**config.mk**
```make
export PLATFORM = sky130hd
export DESIGN_NAME = pipeline_hazard_controller
export DESIGN_NICKNAME = d
export VERILOG_FILES = /design/src/rtl/pipeline_ctrl_pkg.sv /design/src/rtl/hazard_detect_unit.sv /design/src/rtl/pipeline_hazard_controller.sv
export SDC_FILE = /design/constraint.sdc
export NUM_CORES = 1
export LEC_CHECK = 0
export ABC_AREA = 1
export CORE_UTILIZATION = 35
export CTS_BUF_LIST = sky130_fd_sc_hd__clkbuf_8
export CTS_CLUSTER_DIAMETER = 40
export CTS_CLUSTER_SIZE = 28
export DETAILED_ROUTE_END_ITERATION = 7
export GPL_TIMING_DRIVEN = 0
export PLACE_DENSITY = 0.68
export SLEW_MARGIN = 0
export SYNTH_ARGS = -nofsm -noshare
export SYNTH_HDL_FRONTEND = slang
export SYNTH_SLANG_ARGS = --single-unit
export TNS_END_PERCENT = 10
```
**constraint.sdc**
```tcl
create_clock -name i_Clk -period 2.3 [get_ports i_Clk]
set_clock_uncertainty 0.05 [all_clocks]
set_input_delay 0.345 -clock i_Clk [delete_from_list [all_inputs] [get_ports i_Clk]]
set_output_delay 0.345 -clock i_Clk [all_outputs]
set_load 0.005 [all_outputs]
```
**src/rtl/pipeline_ctrl_pkg.sv**
```systemverilog
// Shared definitions for the pipeline hazard controller.
// Holds the FSM state encoding, the register-index width and the default
// parameter values. Both the top level and the hazard detector import it.
package pipeline_ctrl_pkg;

  localparam int REG_W = 4;

  localparam int DEF_FLUSH_CYCLES = 1;
  localparam int DEF_MEM_TIMEOUT  = 64;
  localparam int DEF_CNT_W        = 16;

  typedef enum logic [1:0] {
    ST_RUN      = 2'd0,
    ST_MEM_WAIT = 2'd1,
    ST_FLUSH    = 2'd2
  } state_e;

endpackage

```
**src/rtl/hazard_detect_unit.sv**
```systemverilog
// Combinational register-hazard detection.
// Ports:
//   i_Forwarding_Enable  forwarding mode requested
//   i_Src_1/i_Src_2      ID-stage source registers, i_Two_Src qualifies i_Src_2
//   i_Exe_*              EX-stage destination, write-back enable and load flag
//   i_Memory_*           MEM-stage destination and write-back enable
//   o_Hz_Exe/o_Hz_Mem    raw RAW matches against EX and MEM
//   o_Data_Stall         stall request for the ID stage
module hazard_detect_unit
  import pipeline_ctrl_pkg::*;
(
  input  logic             i_Forwarding_Enable,
  input  logic [REG_W-1:0] i_Src_1,
  input  logic [REG_W-1:0] i_Src_2,
  input  logic             i_Two_Src,
  input  logic [REG_W-1:0] i_Exe_Destination,
  input  logic             i_Sig_Exe_Write_Back_Enable,
  input  logic             i_Sig_Exe_Memory_Read,
  input  logic [REG_W-1:0] i_Memory_Destination,
  input  logic             i_Sig_Memory_Write_Back_Enable,
  output logic             o_Hz_Exe,
  output logic             o_Hz_Mem,
  output logic             o_Data_Stall
);

  assign o_Hz_Exe = i_Sig_Exe_Write_Back_Enable &
                    ((i_Src_1 == i_Exe_Destination) |
                     (i_Two_Src & (i_Src_2 == i_Exe_Destination)));

  assign o_Hz_Mem = i_Sig_Memory_Write_Back_Enable &
                    ((i_Src_1 == i_Memory_Destination) |
                     (i_Two_Src & (i_Src_2 == i_Memory_Destination)));

  // With forwarding only a load result in EX cannot be bypassed in time.
  assign o_Data_Stall = i_Forwarding_Enable ? (o_Hz_Exe & i_Sig_Exe_Memory_Read)
                                            : (o_Hz_Exe | o_Hz_Mem);

endmodule

```
**src/rtl/pipeline_hazard_controller.sv**
```systemverilog
// Stall/flush sequencer for the 5-stage pipeline.
// Every cycle decides whether IF/ID/EX/MEM advance, freeze, take a bubble or
// get flushed, gates the forwarding enable and keeps stall/flush counters.
// Ports:
//   i_Clk, i_Rst_n           clock, asynchronous active-low reset
//   hazard inputs            forwarded to hazard_detect_unit
//   i_Branch_Taken           taken branch resolved in EX
//   i_Memory_Busy            data memory not ready
//   i_Clear_Counters         synchronous clear of the performance counters
//   o_Freeze_*, o_Bubble_*, o_Flush_IF_ID  pipeline control (same cycle)
//   o_Forwarding_Enable      effective forwarding enable
//   o_Mem_Timeout            sticky memory-timeout flag
//   o_State                  current FSM state
//   o_Stall_Count/o_Flush_Count  saturating counters
module pipeline_hazard_controller
  import pipeline_ctrl_pkg::*;
#(
  parameter int FLUSH_CYCLES = DEF_FLUSH_CYCLES,
  parameter int MEM_TIMEOUT  = DEF_MEM_TIMEOUT,
  parameter int CNT_W        = DEF_CNT_W
) (
  input  logic             i_Clk,
  input  logic             i_Rst_n,
  input  logic             i_Forwarding_Enable,
  input  logic [REG_W-1:0] i_Src_1,
  input  logic [REG_W-1:0] i_Src_2,
  input  logic             i_Two_Src,
  input  logic [REG_W-1:0] i_Exe_Destination,
  input  logic             i_Sig_Exe_Write_Back_Enable,
  input  logic             i_Sig_Exe_Memory_Read,
  input  logic [REG_W-1:0] i_Memory_Destination,
  input  logic             i_Sig_Memory_Write_Back_Enable,
  input  logic             i_Branch_Taken,
  input  logic             i_Memory_Busy,
  input  logic             i_Clear_Counters,
  output logic             o_Freeze_PC,
  output logic             o_Freeze_IF_ID,
  output logic             o_Bubble_ID_EX,
  output logic             o_Flush_IF_ID,
  output logic             o_Freeze_Back_End,
  output logic             o_Forwarding_Enable,
  output logic             o_Mem_Timeout,
  output logic [1:0]       o_State,
  output logic [CNT_W-1:0] o_Stall_Count,
  output logic [CNT_W-1:0] o_Flush_Count
);

  localparam int FC_W   = (FLUSH_CYCLES > 1) ? $clog2(FLUSH_CYCLES + 1) : 1;
  localparam int WAIT_W = $clog2(MEM_TIMEOUT + 1);

  logic hz_exe, hz_mem, data_stall;

  hazard_detect_unit u_hazard (
    .i_Forwarding_Enable           (i_Forwarding_Enable),
    .i_Src_1                       (i_Src_1),
    .i_Src_2                       (i_Src_2),
    .i_Two_Src                     (i_Two_Src),
    .i_Exe_Destination             (i_Exe_Destination),
    .i_Sig_Exe_Write_Back_Enable   (i_Sig_Exe_Write_Back_Enable),
    .i_Sig_Exe_Memory_Read         (i_Sig_Exe_Memory_Read),
    .i_Memory_Destination          (i_Memory_Destination),
    .i_Sig_Memory_Write_Back_Enable(i_Sig_Memory_Write_Back_Enable),
    .o_Hz_Exe                      (hz_exe),
    .o_Hz_Mem                      (hz_mem),
    .o_Data_Stall                  (data_stall)
  );

  state_e            state_q, state_d, ret_state_q, ret_state_d, eff_state;
  logic [FC_W-1:0]   flush_cnt_q, flush_cnt_d;
  logic [WAIT_W-1:0] wait_cnt_q, wait_cnt_d;
  logic              timeout_q, timeout_d;
  logic [CNT_W-1:0]  stall_cnt_q, stall_cnt_d, flush_evt_q, flush_evt_d;
  logic              freeze_pc, freeze_if_id, bubble, flush, freeze_back, honour;

  always_comb begin
    // Releasing MEM_WAIT evaluates the cycle as the state it interrupted.
    eff_state = state_q;
    if (state_q == ST_MEM_WAIT && !i_Memory_Busy) eff_state = ret_state_q;

    state_d      = state_q;
    ret_state_d  = ret_state_q;
    flush_cnt_d  = flush_cnt_q;
    wait_cnt_d   = wait_cnt_q;
    freeze_pc    = 1'b0;
    freeze_if_id = 1'b0;
    bubble       = 1'b0;
    flush        = 1'b0;
    freeze_back  = 1'b0;
    honour       = 1'b0;

    if (i_Memory_Busy) begin
      freeze_pc    = 1'b1;
      freeze_if_id = 1'b1;
      freeze_back  = 1'b1;
      if (state_q != ST_MEM_WAIT) begin
        state_d     = ST_MEM_WAIT;
        ret_state_d = state_q;
        wait_cnt_d  = WAIT_W'(1);
      end else if (wait_cnt_q != WAIT_W'(MEM_TIMEOUT)) begin
        wait_cnt_d = wait_cnt_q + WAIT_W'(1);
      end
    end else if ((eff_state == ST_RUN && i_Branch_Taken) || eff_state == ST_FLUSH) begin
      flush  = 1'b1;
      bubble = 1'b1;
      if (i_Branch_Taken) begin
        // A new branch (also inside FLUSH) restarts the flush window.
        honour      = 1'b1;
        flush_cnt_d = FC_W'(FLUSH_CYCLES - 1);
        state_d     = (FLUSH_CYCLES > 1) ? ST_FLUSH : ST_RUN;
      end else begin
        flush_cnt_d = flush_cnt_q - FC_W'(1);
        state_d     = (flush_cnt_q == FC_W'(1)) ? ST_RUN : ST_FLUSH;
      end
    end else begin
      state_d = ST_RUN;
      if (data_stall) begin
        freeze_pc    = 1'b1;
        freeze_if_id = 1'b1;
        bubble       = 1'b1;
      end
    end

    timeout_d = timeout_q | (i_Memory_Busy & (wait_cnt_d == WAIT_W'(MEM_TIMEOUT)));

    stall_cnt_d = stall_cnt_q;
    if (i_Clear_Counters)                      stall_cnt_d = '0;
    else if (freeze_pc && stall_cnt_q != '1)   stall_cnt_d = stall_cnt_q + CNT_W'(1);

    flush_evt_d = flush_evt_q;
    if (i_Clear_Counters)                      flush_evt_d = '0;
    else if (honour && flush_evt_q != '1)      flush_evt_d = flush_evt_q + CNT_W'(1);
  end

  always_ff @(posedge i_Clk or negedge i_Rst_n) begin
    if (!i_Rst_n) begin
      state_q     <= ST_RUN;
      ret_state_q <= ST_RUN;
      flush_cnt_q <= '0;
      wait_cnt_q  <= '0;
      timeout_q   <= 1'b0;
      stall_cnt_q <= '0;
      flush_evt_q <= '0;
    end else begin
      state_q     <= state_d;
      ret_state_q <= ret_state_d;
      flush_cnt_q <= flush_cnt_d;
      wait_cnt_q  <= wait_cnt_d;
      timeout_q   <= timeout_d;
      stall_cnt_q <= stall_cnt_d;
      flush_evt_q <= flush_evt_d;
    end
  end

  // Control outputs are combinational, so they are forced low during reset.
  assign o_Freeze_PC         = freeze_pc    & i_Rst_n;
  assign o_Freeze_IF_ID      = freeze_if_id & i_Rst_n;
  assign o_Bubble_ID_EX      = bubble       & i_Rst_n;
  assign o_Flush_IF_ID       = flush        & i_Rst_n;
  assign o_Freeze_Back_End   = freeze_back  & i_Rst_n;
  assign o_Forwarding_Enable = i_Forwarding_Enable & (state_q != ST_MEM_WAIT) & i_Rst_n;
  assign o_Mem_Timeout       = timeout_q;
  assign o_State             = state_q;
  assign o_Stall_Count       = stall_cnt_q;
  assign o_Flush_Count       = flush_evt_q;

endmodule

```
==> metrics.cfg <==
[setup_path]
slowest_delay_ps=520
crit_family=buffers and inverters
r2r-start=o_Stall_Count[0]
startpoint=ret_state_q[0]
critical_path_peak_fanout=3
critical_path_buf_inv_count=1
crit_slowest_cell=clkdlybuf4s50_1
crit_cells=4
worstPathRequired_ps=1900
crit_arrival_ps=1790
start_kind=flip-flop
critical_path_class=flip-flop to output pin
r2r_cells=10
crit_path_cell_trace=o31ai_4, nand3_2, nor2_1, clkdlybuf4s50_1
critPathCaptureType=output pin

[clock_tree]
root_buffer=clkbuf_8
cts_tree=done
clock_path_buffers=2
cts_sinks=45
clk_pin_slew_ps=100
h-tree-depth=2
clock_latency_ps=310
cts_buffers=5

[yosys]
synthesis.area_um2=3080
synth_top_cell_area_share=0.365
synth_cell_types=37
synthCells=429
synth.avg_cell_area_um2=7.19
synth_fp_nets=459
yosys_warnings=0
synth_area_leaders=dfrtp_1, nand2_1, xor2_1
seq_area_frac_synth=0.365
synth.largest_area_cell=dfrtp_1
synth_seq_cells=45

[cells_and_area]
fin_nets=537
layout_common_cells=nand2_1, inv_1, clkdlybuf4s50_1, dfrtp_1
drive_gt1_frac=0.0984
area_growth_pct=31.8
fin_area_um2=4060
diodes=0
final_common_cell=nand2_1
fillCellCount=831
final_util=0.485

[drt]
vias=3030
wl_um=7840
detail-route-antenna-nets=0
wl_per_cell_um=12.8
viasPerCell=4.94
drc_errors=0
dr.first_iter.drc_count=148
first_pass_iters=4

[die]
ioPinCount=67
dieWidth_um=95.9
die_h_um=95.9
core_um2=8380
initial_utilization=0.368
dieArea_um2=9190
rows=33

[placement]
dpl_cell_area_um2=3890
port_buffers=66
post-place-ws_ps=-404
gp_congestion=0.922
dp_hpwl_um=5850

[global_route]
grtUsageTotal=0.180
grt_pass1_vias=2971
grt_overflow=0
grt_max_degree=34
antenna_found_initial=0
grt_pass1_wl_um=12900

[timing]
finalMaxSlewViolations=0
fmax_mhz=458
worstMarginPinSlew_ps=567
hold_viol=0
rsz0062_at_grt=no
worst_slack_ps=115
min_period_ps=2190
tns_ps=0
finalSetupViolCount=0
maxSlewHeadroom=0.621
period_share=0.950

[flow_run]
maxCapViolations=0

[pwr]
powerDensity_nw_per_um2=476
ir_worst_vdd_uv=217
p_leak_nw=2.08

[min_path]
hold_class=input port to asynchronous set/reset pin

[outcome]
status=finished, final reports clean

-- area by class of cell --
cell class,count,area (um2),area share
Buffer,10,55.1,0.0135
Clock buffer,5,68.8,0.0169
Clock inverter,3,46.3,0.0114
Inverter,66,248,0.0610
Multi-Input combinational cell,308,1670,0.411
Sequential cell,45,1130,0.277
Tap cell,105,131,0.0323
Timing Repair Buffer,71,718,0.177
-- where the power goes --
group | internal (mW) | leakage (nW) | total [mW] | switching [mW]
combinational | 0.188 | 1.41 | 0.409 | 0.220
clock | 0.326 | 0.0543 | 0.631 | 0.305
sequential | 0.844 | 0.609 | 0.895 | 0.0515
-- layer usage --
layer  global-route usage  routed length, um
met5                    0                  0
met4               0.0647                112
met3               0.0387                497
met2                0.323               3770
met1                0.211               3460
-- final timing paths --
kind / endpoint / slack [ps]
min in group i_Clk: o_State[1] / 390
worst min-delay path: o_Flush_Count[3] / 50
worst min register to register: o_State[1] / 390
worst max-delay path: o_Flush_IF_ID / 110
worst max register to register: o_Stall_Count[14] / 260
max in group asynchronous: o_Stall_Count[10] / 1280
-- cell usage after synthesis (all sizes together) --
| cell type | instances |
|---|---|
| nand2 | 109 |
| inv | 65 |
| dfrtp | 45 |
| nand3 | 43 |
| nor2 | 43 |
| xor2 | 26 |
| nand4 | 24 |
| nor3 | 18 |
| o21ai | 18 |
| a21oi | 8 |
| buf | 8 |
| ha | 4 |
| xnor2 | 4 |
| clkbuf | 2 |
| nor4 | 2 |
| o21bai | 2 |
| a21o | 1 |
| a31oi | 1 |
| clkinv | 1 |
| nand3b | 1 |
| o21a | 1 |
| o22ai | 1 |
| o31ai | 1 |
| or2 | 1 |
-- cells by family (layout without fill, tap and decap cells) --
logic type                 after synthesis  after routing  synth area share
and+or+nand+nor                        241            241             0.371
buffers and inverters                   76            155            0.0982
DFF                                     45             45             0.365
AOI/OAI and AO/OA                       33             33            0.0641
xor gates and xnor gates                30             30            0.0852
adders and majority gates                4              4            0.0162
-- state kept, by name, summed over array words and instances (netlist names) --
signal	cells
o_Mem_Timeout	1
ret_state_q	2
flush_cnt_q	1
o_Stall_Count	16
o_State	2
o_Flush_Count	16
wait_cnt_q	7
-- tightest hold or removal path: stages --
cell,delay (ps)
buf_2,110
buf_12,120
buf_12,200
-- through the flow --
step | total power [mW] | cells | hold slack (ps)
detailed placement | 1.32 | 601 | 219
global placement | 1.30 | 600 | 380
floorplan | 1.14 | 429 | -0.591
finish | 1.94 | 613 | 49.2
global route | 2.05 | 613 | 63.2
CTS | 1.95 | 611 | 59.6
-- what timing repair did --
| action | 4_1_cts | 5_1_grt |
|---|---|---|
| resized for setup | 16 | 12 |
| endpoints found under the setup margin | 4 | 4 |
| hold buffers | 2 | 0 |
| endpoints found under the hold margin | 12 | 0 |
| buffers inserted | 0 | 2 |
| pin swaps | 2 | 4 |
(Power assumes the default switching activity.)
